$ cat src/rtl/wg_inflight_queue_if.sv
// rtl/wg_inflight_queue_if.sv - host, allocator and dispatch signals of the workgroup in-flight queue
interface wg_inflight_queue_if #(
  parameter int WG_ID_WIDTH = 15,
  parameter int DATA_WIDTH  = 64
);
  logic                   host_wg_valid_i;
  logic                   host_wg_ready_o;
  logic [WG_ID_WIDTH-1:0] host_wg_id_i;
  logic [DATA_WIDTH-1:0]  host_wg_data_i;
  logic                   inflight_wg_buffer_alloc_valid_o;
  logic                   inflight_wg_buffer_alloc_available_o;
  logic [WG_ID_WIDTH-1:0] alloc_wg_id_o;
  logic [DATA_WIDTH-1:0]  alloc_wg_data_o;
  logic                   dis_controller_start_alloc_i;
  logic                   dis_controller_alloc_ack_i;
  logic                   dis_controller_wg_alloc_valid_i;
  logic                   dis_controller_wg_rejected_valid_i;
  logic                   dis_controller_wg_dealloc_valid_i;
  logic                   wg_dispatch_valid_o;
  logic [WG_ID_WIDTH-1:0] wg_dispatch_id_o;
  logic [DATA_WIDTH-1:0]  wg_dispatch_data_o;

  modport master (
    output host_wg_valid_i, host_wg_id_i, host_wg_data_i,
    output dis_controller_start_alloc_i, dis_controller_alloc_ack_i,
    output dis_controller_wg_alloc_valid_i, dis_controller_wg_rejected_valid_i,
    output dis_controller_wg_dealloc_valid_i,
    input  host_wg_ready_o, inflight_wg_buffer_alloc_valid_o,
    input  inflight_wg_buffer_alloc_available_o, alloc_wg_id_o, alloc_wg_data_o,
    input  wg_dispatch_valid_o, wg_dispatch_id_o, wg_dispatch_data_o
  );

  modport slave (
    input  host_wg_valid_i, host_wg_id_i, host_wg_data_i,
    input  dis_controller_start_alloc_i, dis_controller_alloc_ack_i,
    input  dis_controller_wg_alloc_valid_i, dis_controller_wg_rejected_valid_i,
    input  dis_controller_wg_dealloc_valid_i,
    output host_wg_ready_o, inflight_wg_buffer_alloc_valid_o,
    output inflight_wg_buffer_alloc_available_o, alloc_wg_id_o, alloc_wg_data_o,
    output wg_dispatch_valid_o, wg_dispatch_id_o, wg_dispatch_data_o
  );
endinterface

$ cat src/rtl/wg_inflight_queue.sv
// rtl/wg_inflight_queue.sv - workgroup descriptor FIFO with allocate/reject/retry dispatch FSM (optional WG_INFLIGHT_REJECT_CNT_EN)
module wg_inflight_queue #(
  parameter int ENTRIES     = 8,
  parameter int WG_ID_WIDTH = 15,
  parameter int DATA_WIDTH  = 64
) (
  input  logic              clk,
  input  logic              rst,
  wg_inflight_queue_if.slave bus
`ifdef WG_INFLIGHT_REJECT_CNT_EN
  ,
  output logic [15:0]       reject_cnt_o
`endif
);

  localparam int PTR_W = $clog2(ENTRIES);
  localparam int CNT_W = PTR_W + 1;
  localparam int ENT_W = WG_ID_WIDTH + DATA_WIDTH;

  typedef enum logic [2:0] {
    S_IDLE,
    S_STAGED,
    S_ALLOCATING,
    S_REJECT_WAIT,
    S_ACK_WAIT
  } state_t;

  state_t                 state;
  logic [ENT_W-1:0]       mem [ENTRIES];
  logic [PTR_W-1:0]       head;
  logic [PTR_W-1:0]       tail;
  logic [CNT_W-1:0]       count;
  logic                   ack_seen;
  logic                   dealloc_seen;
  logic                   alloc_valid_r;
  logic                   alloc_avail_r;
  logic                   disp_valid_r;
  logic [WG_ID_WIDTH-1:0] disp_id_r;
  logic [DATA_WIDTH-1:0]  disp_data_r;
  logic [ENT_W-1:0]       head_entry;
  logic                   push;
  logic                   pop;
  logic                   ack_done;
  logic                   dealloc_done;
`ifdef WG_INFLIGHT_REJECT_CNT_EN
  logic [15:0]            reject_cnt;
`endif

  // A full queue refuses pushes regardless of a same-cycle pop, so ready depends on count alone.
  assign bus.host_wg_ready_o = (count != CNT_W'(ENTRIES));
  assign push = bus.host_wg_valid_i && bus.host_wg_ready_o;
  assign pop  = (state == S_ALLOCATING) && bus.dis_controller_wg_alloc_valid_i;

  assign head_entry                               = mem[head];
  assign bus.alloc_wg_id_o                        = head_entry[DATA_WIDTH +: WG_ID_WIDTH];
  assign bus.alloc_wg_data_o                      = head_entry[DATA_WIDTH-1:0];
  assign bus.inflight_wg_buffer_alloc_valid_o     = alloc_valid_r;
  assign bus.inflight_wg_buffer_alloc_available_o = alloc_avail_r;
  assign bus.wg_dispatch_valid_o                  = disp_valid_r;
  assign bus.wg_dispatch_id_o                     = disp_id_r;
  assign bus.wg_dispatch_data_o                   = disp_data_r;

  // Retry needs both the end-of-attempt ack and a dealloc, which may arrive in either order or together.
  assign ack_done     = ack_seen || bus.dis_controller_alloc_ack_i;
  assign dealloc_done = dealloc_seen || bus.dis_controller_wg_dealloc_valid_i;

`ifdef WG_INFLIGHT_REJECT_CNT_EN
  assign reject_cnt_o = reject_cnt;
`endif

  // Descriptor storage; contents need no reset since count gates every read that matters.
  always_ff @(posedge clk) begin
    if (push) begin
      mem[tail] <= {bus.host_wg_id_i, bus.host_wg_data_i};
    end
  end

  // Pointers, occupancy, dispatch registers and the allocation FSM with registered outputs.
  always_ff @(posedge clk) begin
    if (rst) begin
      state         <= S_IDLE;
      head          <= '0;
      tail          <= '0;
      count         <= '0;
      ack_seen      <= 1'b0;
      dealloc_seen  <= 1'b0;
      alloc_valid_r <= 1'b0;
      alloc_avail_r <= 1'b0;
      disp_valid_r  <= 1'b0;
      disp_id_r     <= '0;
      disp_data_r   <= '0;
`ifdef WG_INFLIGHT_REJECT_CNT_EN
      reject_cnt    <= '0;
`endif
    end else begin
      disp_valid_r <= 1'b0;
      if (push) begin
        tail <= tail + 1'b1;
      end
      if (pop) begin
        head <= head + 1'b1;
      end
      case ({push, pop})
        2'b10:   count <= count + 1'b1;
        2'b01:   count <= count - 1'b1;
        default: count <= count;
      endcase

      case (state)
        S_IDLE: begin
          if (count != '0) begin
            state         <= S_STAGED;
            alloc_valid_r <= 1'b1;
          end
        end
        S_STAGED: begin
          if (bus.dis_controller_start_alloc_i) begin
            state         <= S_ALLOCATING;
            alloc_valid_r <= 1'b0;
            alloc_avail_r <= 1'b1;
          end
        end
        S_ALLOCATING: begin
          // A success and a rejection in the same cycle is resolved as a success.
          if (bus.dis_controller_wg_alloc_valid_i) begin
            state         <= S_ACK_WAIT;
            alloc_avail_r <= 1'b0;
            disp_valid_r  <= 1'b1;
            disp_id_r     <= head_entry[DATA_WIDTH +: WG_ID_WIDTH];
            disp_data_r   <= head_entry[DATA_WIDTH-1:0];
          end else if (bus.dis_controller_wg_rejected_valid_i) begin
            state         <= S_REJECT_WAIT;
            alloc_avail_r <= 1'b0;
            ack_seen      <= 1'b0;
            dealloc_seen  <= 1'b0;
`ifdef WG_INFLIGHT_REJECT_CNT_EN
            if (reject_cnt != 16'hFFFF) begin
              reject_cnt <= reject_cnt + 16'd1;
            end
`endif
          end
        end
        S_ACK_WAIT: begin
          // count already reflects the pop taken on the way in.
          if (bus.dis_controller_alloc_ack_i) begin
            if (count != '0) begin
              state         <= S_STAGED;
              alloc_valid_r <= 1'b1;
            end else begin
              state <= S_IDLE;
            end
          end
        end
        S_REJECT_WAIT: begin
          if (ack_done && dealloc_done) begin
            state         <= S_STAGED;
            alloc_valid_r <= 1'b1;
            ack_seen      <= 1'b0;
            dealloc_seen  <= 1'b0;
          end else begin
            ack_seen     <= ack_done;
            dealloc_seen <= dealloc_done;
          end
        end
        default: begin
          state         <= S_IDLE;
          alloc_valid_r <= 1'b0;
          alloc_avail_r <= 1'b0;
        end
      endcase
    end
  end

endmodule

$ cat src/flat_wrapper.sv
// flat-port wrapper written by rule: the top's interface ports become plain ports
module wg_inflight_queue_flat 
#(
  parameter int ENTRIES     = 8,
  parameter int WG_ID_WIDTH = 15,
  parameter int DATA_WIDTH  = 64
)
  (clk, rst, bus_host_wg_valid_i, bus_host_wg_id_i, bus_host_wg_data_i, bus_dis_controller_start_alloc_i, bus_dis_controller_alloc_ack_i, bus_dis_controller_wg_alloc_valid_i, bus_dis_controller_wg_rejected_valid_i, bus_dis_controller_wg_dealloc_valid_i, bus_host_wg_ready_o, bus_inflight_wg_buffer_alloc_valid_o, bus_inflight_wg_buffer_alloc_available_o, bus_alloc_wg_id_o, bus_alloc_wg_data_o, bus_wg_dispatch_valid_o, bus_wg_dispatch_id_o, bus_wg_dispatch_data_o);
  wg_inflight_queue_if #(.WG_ID_WIDTH(WG_ID_WIDTH), .DATA_WIDTH(DATA_WIDTH)) bus_i ();
  input  logic clk;
  input  logic rst;
  input wire logic [$bits(bus_i.host_wg_valid_i)-1:0] bus_host_wg_valid_i;
  input wire logic [$bits(bus_i.host_wg_id_i)-1:0] bus_host_wg_id_i;
  input wire logic [$bits(bus_i.host_wg_data_i)-1:0] bus_host_wg_data_i;
  input wire logic [$bits(bus_i.dis_controller_start_alloc_i)-1:0] bus_dis_controller_start_alloc_i;
  input wire logic [$bits(bus_i.dis_controller_alloc_ack_i)-1:0] bus_dis_controller_alloc_ack_i;
  input wire logic [$bits(bus_i.dis_controller_wg_alloc_valid_i)-1:0] bus_dis_controller_wg_alloc_valid_i;
  input wire logic [$bits(bus_i.dis_controller_wg_rejected_valid_i)-1:0] bus_dis_controller_wg_rejected_valid_i;
  input wire logic [$bits(bus_i.dis_controller_wg_dealloc_valid_i)-1:0] bus_dis_controller_wg_dealloc_valid_i;
  output wire logic [$bits(bus_i.host_wg_ready_o)-1:0] bus_host_wg_ready_o;
  output wire logic [$bits(bus_i.inflight_wg_buffer_alloc_valid_o)-1:0] bus_inflight_wg_buffer_alloc_valid_o;
  output wire logic [$bits(bus_i.inflight_wg_buffer_alloc_available_o)-1:0] bus_inflight_wg_buffer_alloc_available_o;
  output wire logic [$bits(bus_i.alloc_wg_id_o)-1:0] bus_alloc_wg_id_o;
  output wire logic [$bits(bus_i.alloc_wg_data_o)-1:0] bus_alloc_wg_data_o;
  output wire logic [$bits(bus_i.wg_dispatch_valid_o)-1:0] bus_wg_dispatch_valid_o;
  output wire logic [$bits(bus_i.wg_dispatch_id_o)-1:0] bus_wg_dispatch_id_o;
  output wire logic [$bits(bus_i.wg_dispatch_data_o)-1:0] bus_wg_dispatch_data_o;
  assign bus_i.host_wg_valid_i = bus_host_wg_valid_i;
  assign bus_i.host_wg_id_i = bus_host_wg_id_i;
  assign bus_i.host_wg_data_i = bus_host_wg_data_i;
  assign bus_i.dis_controller_start_alloc_i = bus_dis_controller_start_alloc_i;
  assign bus_i.dis_controller_alloc_ack_i = bus_dis_controller_alloc_ack_i;
  assign bus_i.dis_controller_wg_alloc_valid_i = bus_dis_controller_wg_alloc_valid_i;
  assign bus_i.dis_controller_wg_rejected_valid_i = bus_dis_controller_wg_rejected_valid_i;
  assign bus_i.dis_controller_wg_dealloc_valid_i = bus_dis_controller_wg_dealloc_valid_i;
  assign bus_host_wg_ready_o = bus_i.host_wg_ready_o;
  assign bus_inflight_wg_buffer_alloc_valid_o = bus_i.inflight_wg_buffer_alloc_valid_o;
  assign bus_inflight_wg_buffer_alloc_available_o = bus_i.inflight_wg_buffer_alloc_available_o;
  assign bus_alloc_wg_id_o = bus_i.alloc_wg_id_o;
  assign bus_alloc_wg_data_o = bus_i.alloc_wg_data_o;
  assign bus_wg_dispatch_valid_o = bus_i.wg_dispatch_valid_o;
  assign bus_wg_dispatch_id_o = bus_i.wg_dispatch_id_o;
  assign bus_wg_dispatch_data_o = bus_i.wg_dispatch_data_o;
  wg_inflight_queue #(.ENTRIES(ENTRIES), .WG_ID_WIDTH(WG_ID_WIDTH), .DATA_WIDTH(DATA_WIDTH)) u_core (.clk(clk), .rst(rst), .bus(bus_i));
endmodule
$ cat config.mk
export PLATFORM = sky130hd
export DESIGN_NAME = wg_inflight_queue_flat
export DESIGN_NICKNAME = d
export VERILOG_FILES = /design/src/rtl/wg_inflight_queue_if.sv /design/src/rtl/wg_inflight_queue.sv /design/src/flat_wrapper.sv
export SDC_FILE = /design/constraint.sdc
export NUM_CORES = 1
export LEC_CHECK = 0
export ABC_AREA = 1
export ABC_CLOCK_PERIOD_IN_PS = 6400
export CORE_MARGIN = 8
export CORE_UTILIZATION = 58
export CTS_CLUSTER_DIAMETER = 200
export DETAILED_ROUTE_END_ITERATION = 8
export PLACE_DENSITY = 0.89
export SYNTH_ARGS = -nofsm -noshare
export SYNTH_HDL_FRONTEND = slang
export SYNTH_SLANG_ARGS = --single-unit
$ cat constraint.sdc
create_clock -name clk -period 6.4 [get_ports clk]
set_input_delay 1.6 -clock clk [delete_from_list [all_inputs] [get_ports clk]]
set_output_delay 1.6 -clock clk [all_outputs]
set_load 0.005 [all_outputs]
==> out/results.tsv <==
metric	value	unit
hold_path.class	flop to flop	
via_per_inst	5.85	
cp.required	4.80	ns
synth_fp_nets	2543	
grt_max_degree	205	
start_util	58.5	%
max_cap_violations	0	
synth_cells	2451	
r2r_end	u_core.bus.wg_dispatch_data_o[29]$_SDFFE_PP0P_	
min_path_cells	1	
numPortBuffers	248	
clk_pin_slew_worst_paths	0.06	ns
cts_tree	built	
layout_commonest_cell	nor2_1	
final_cell_mix	nor2_1, edfxtp_1, clkdlybuf4s50_1	
cts_resized	0	
die_w	238	µm
dieArea	56600	µm²
antenna_found_initial	8	
fin_crit	5.81	ns
period_share	90.9	%
hold_viol	0	
final_nets	2736	
grt_usage	24.2	%
fillers	3135	
drt-initial-drc-count	2468	
avgSynthCellArea	11.7	µm²
core	48800	µm²
ant_nets	0	
report.final.slew_viol_count	0	
clk_latency	0.61	ns
post_drt_wl_per_cell	21.0	µm
worstPathMaxFanout	87	
yosys.area.top_type	edfxtp_1	
yosysWarnings	0	
vias	19713	
grt_pass1_wl	108	mm
grt_pass1_vias	19404	
tns	0	ns
crit_arrival	4.21	ns
syn_to_final_growth	18.4	%
outcome	complete, no violations	
cts_setup_buffers	0	
cts_root_buf	clkbuf_16	
cp-end-kind	output port	
clk_path_buf_depth	3	
power.density	357	nW/µm²
die_h	238	µm
tightest_slew	1.19	ns
netlist_top_cells_area	edfxtp_1, nor2_1, dfxtp_1, o21ai_0, o21ai_1	
fmax	172	MHz
finClkSkew	0.0221	ns
hold_ws	0.474	ns
synth.ff_latch_count	732	
overflow	0	
rsz0062_at_grt	no	
worstSetupStartpointType	flop	
rows	81	
p_leak	12.0	nW
rr_worst_depth	7	
holdBufCountCts	0	
drt_pre_antenna_iters	5	
yosysSeqAreaShare	73.4	%
h-tree-depth	3	
vdd_drop_max	234	µV
drc	0	
synthDistinctLibCells	24	
reg2reg_slack	3.16	ns
drive_gt1_share	5.40	%
hpwl	38.1	mm
cts_buffers	72	
synth_top_area_share	66.4	%
synth_area	28600	µm²
ios	249	
p_total	12.1	mW
worstSetupPathType	flop to output port	
finalSetupViolations	0	
hold_start	u_core.head[2]$_SDFFE_PP0P_	
timing.slew.headroom	20.9	%
postRouteWirelength	70.8	mm
place_congestion	0.770	
cts_sinks	732	
how the worst max path moves through the flow:
stage                            endpoint  slack [ns]  depth (start not counted)
3_5_place_dp      bus_alloc_wg_data_o[29]        1.37                          8
3_3_place_gp      bus_alloc_wg_data_o[41]        1.52                          8
2_1_floorplan  u_core.mem[1][0]$_DFFE_PP_        0.67                          4
4_1_cts           bus_alloc_wg_data_o[29]        0.60                          8
6_report          bus_alloc_wg_data_o[29]        0.59                          8
5_1_grt           bus_alloc_wg_data_o[29]        0.42                          8
registers in the layout (all words and copies together) (netlist names), named ones only:
| register | count |
|---|---|
| u_core.dealloc_seen | 1 |
| u_core.head | 3 |
| u_core.bus.wg_dispatch_data_o | 64 |
| u_core.bus.inflight_wg_buffer_alloc_valid_o | 1 |
| u_core.mem | 632 |
| u_core.tail | 3 |
| u_core.ack_seen | 1 |
| u_core.state | 3 |
| u_core.bus.wg_dispatch_id_o | 15 |
| u_core.bus.inflight_wg_buffer_alloc_available_o | 1 |
| u_core.count | 4 |
| u_core.bus.wg_dispatch_valid_o | 1 |
cells by family after synthesis:
kind of cell,after synthesis,synth area share (%)
compound gates,498,8.72
xor+xnor,3,0.0919
fa+ha+maj,5,0.219
buf+inv,254,4.15
flops,732,73.4
simple gates,959,13.4
worst max-delay path: stages (launching register included):
cell	delay [ns]
dfxtp_4	1.07
inv_4	0.64
buf_4	0.52
nor2_1	0.22
o21ai_1	0.14
nand3_1	0.20
nand2_1	0.13
inv_1	0.07
clkdlybuf4s50_1	0.52
synthesized netlist by cell type:
| library cell | n |
|---|---|
| nand3_1 | 169 |
| inv_1 | 101 |
| o21ai_1 | 181 |
| nor3b_1 | 1 |
| xnor2_1 | 2 |
| nor2_1 | 674 |
| nor3_1 | 1 |
| nand4_4 | 1 |
| xor2_1 | 1 |
| buf_2 | 48 |
| edfxtp_1 | 632 |
| a31oi_1 | 1 |
| dfxtp_1 | 100 |
| nand2_1 | 111 |
| clkbuf_1 | 58 |
| ha_1 | 5 |
| buf_6 | 13 |
| buf_1 | 9 |
| nand4_1 | 1 |
| buf_4 | 20 |
| a21oi_1 | 90 |
| inv_2 | 5 |
| o21ai_0 | 226 |
| and3_1 | 1 |
cell type report:
class	count	area, µm²	share of cell area (%)
flip-flops and latches	732	21000	62.0
multi-input cells	1465	6480	19.1
repair buffers	267	2750	8.13
clock buffers	94	2060	6.09
well taps	664	831	2.45
inverters	106	412	1.22
clock inverters	39	305	0.902
diodes	5	12.5	0.0370
per-stage QoR:
step | util [%] | std cells | cell area, µm² | setup slack, ns
after global routing | 69.3 | 3371 | 33800 | 0.425
after floorplan | - | 2451 | 28600 | 0.674
final | 69.3 | 3372 | 33800 | 0.585
after CTS | 69.3 | 3367 | 33800 | 0.604
after global placement | 64.4 | 3234 | 31500 | 1.52
after detailed placement | 64.4 | 3234 | 31500 | 1.37
layer usage:
| metal | part of all wire (%) | up-vias | track usage, % |
|---|---|---|---|
| li1 | - | 8915 | - |
| met1 | 38 | 9607 | 29.7 |
| met2 | 51 | 1033 | 42.3 |
| met3 | 8.0 | 150 | 4.81 |
| met4 | 2.6 | 8 | 8.95 |
| met5 | 0.058 | - | 0 |
where the power goes:
part | internal [mW] | switching (mW) | leakage [nW] | total (mW)
clock network | 2.44 | 1.75 | 1.15 | 4.19
logic | 0.920 | 1.34 | 4.33 | 2.26
registers | 5.48 | 0.165 | 6.55 | 5.64
Power figures use the tool's default switching activity.
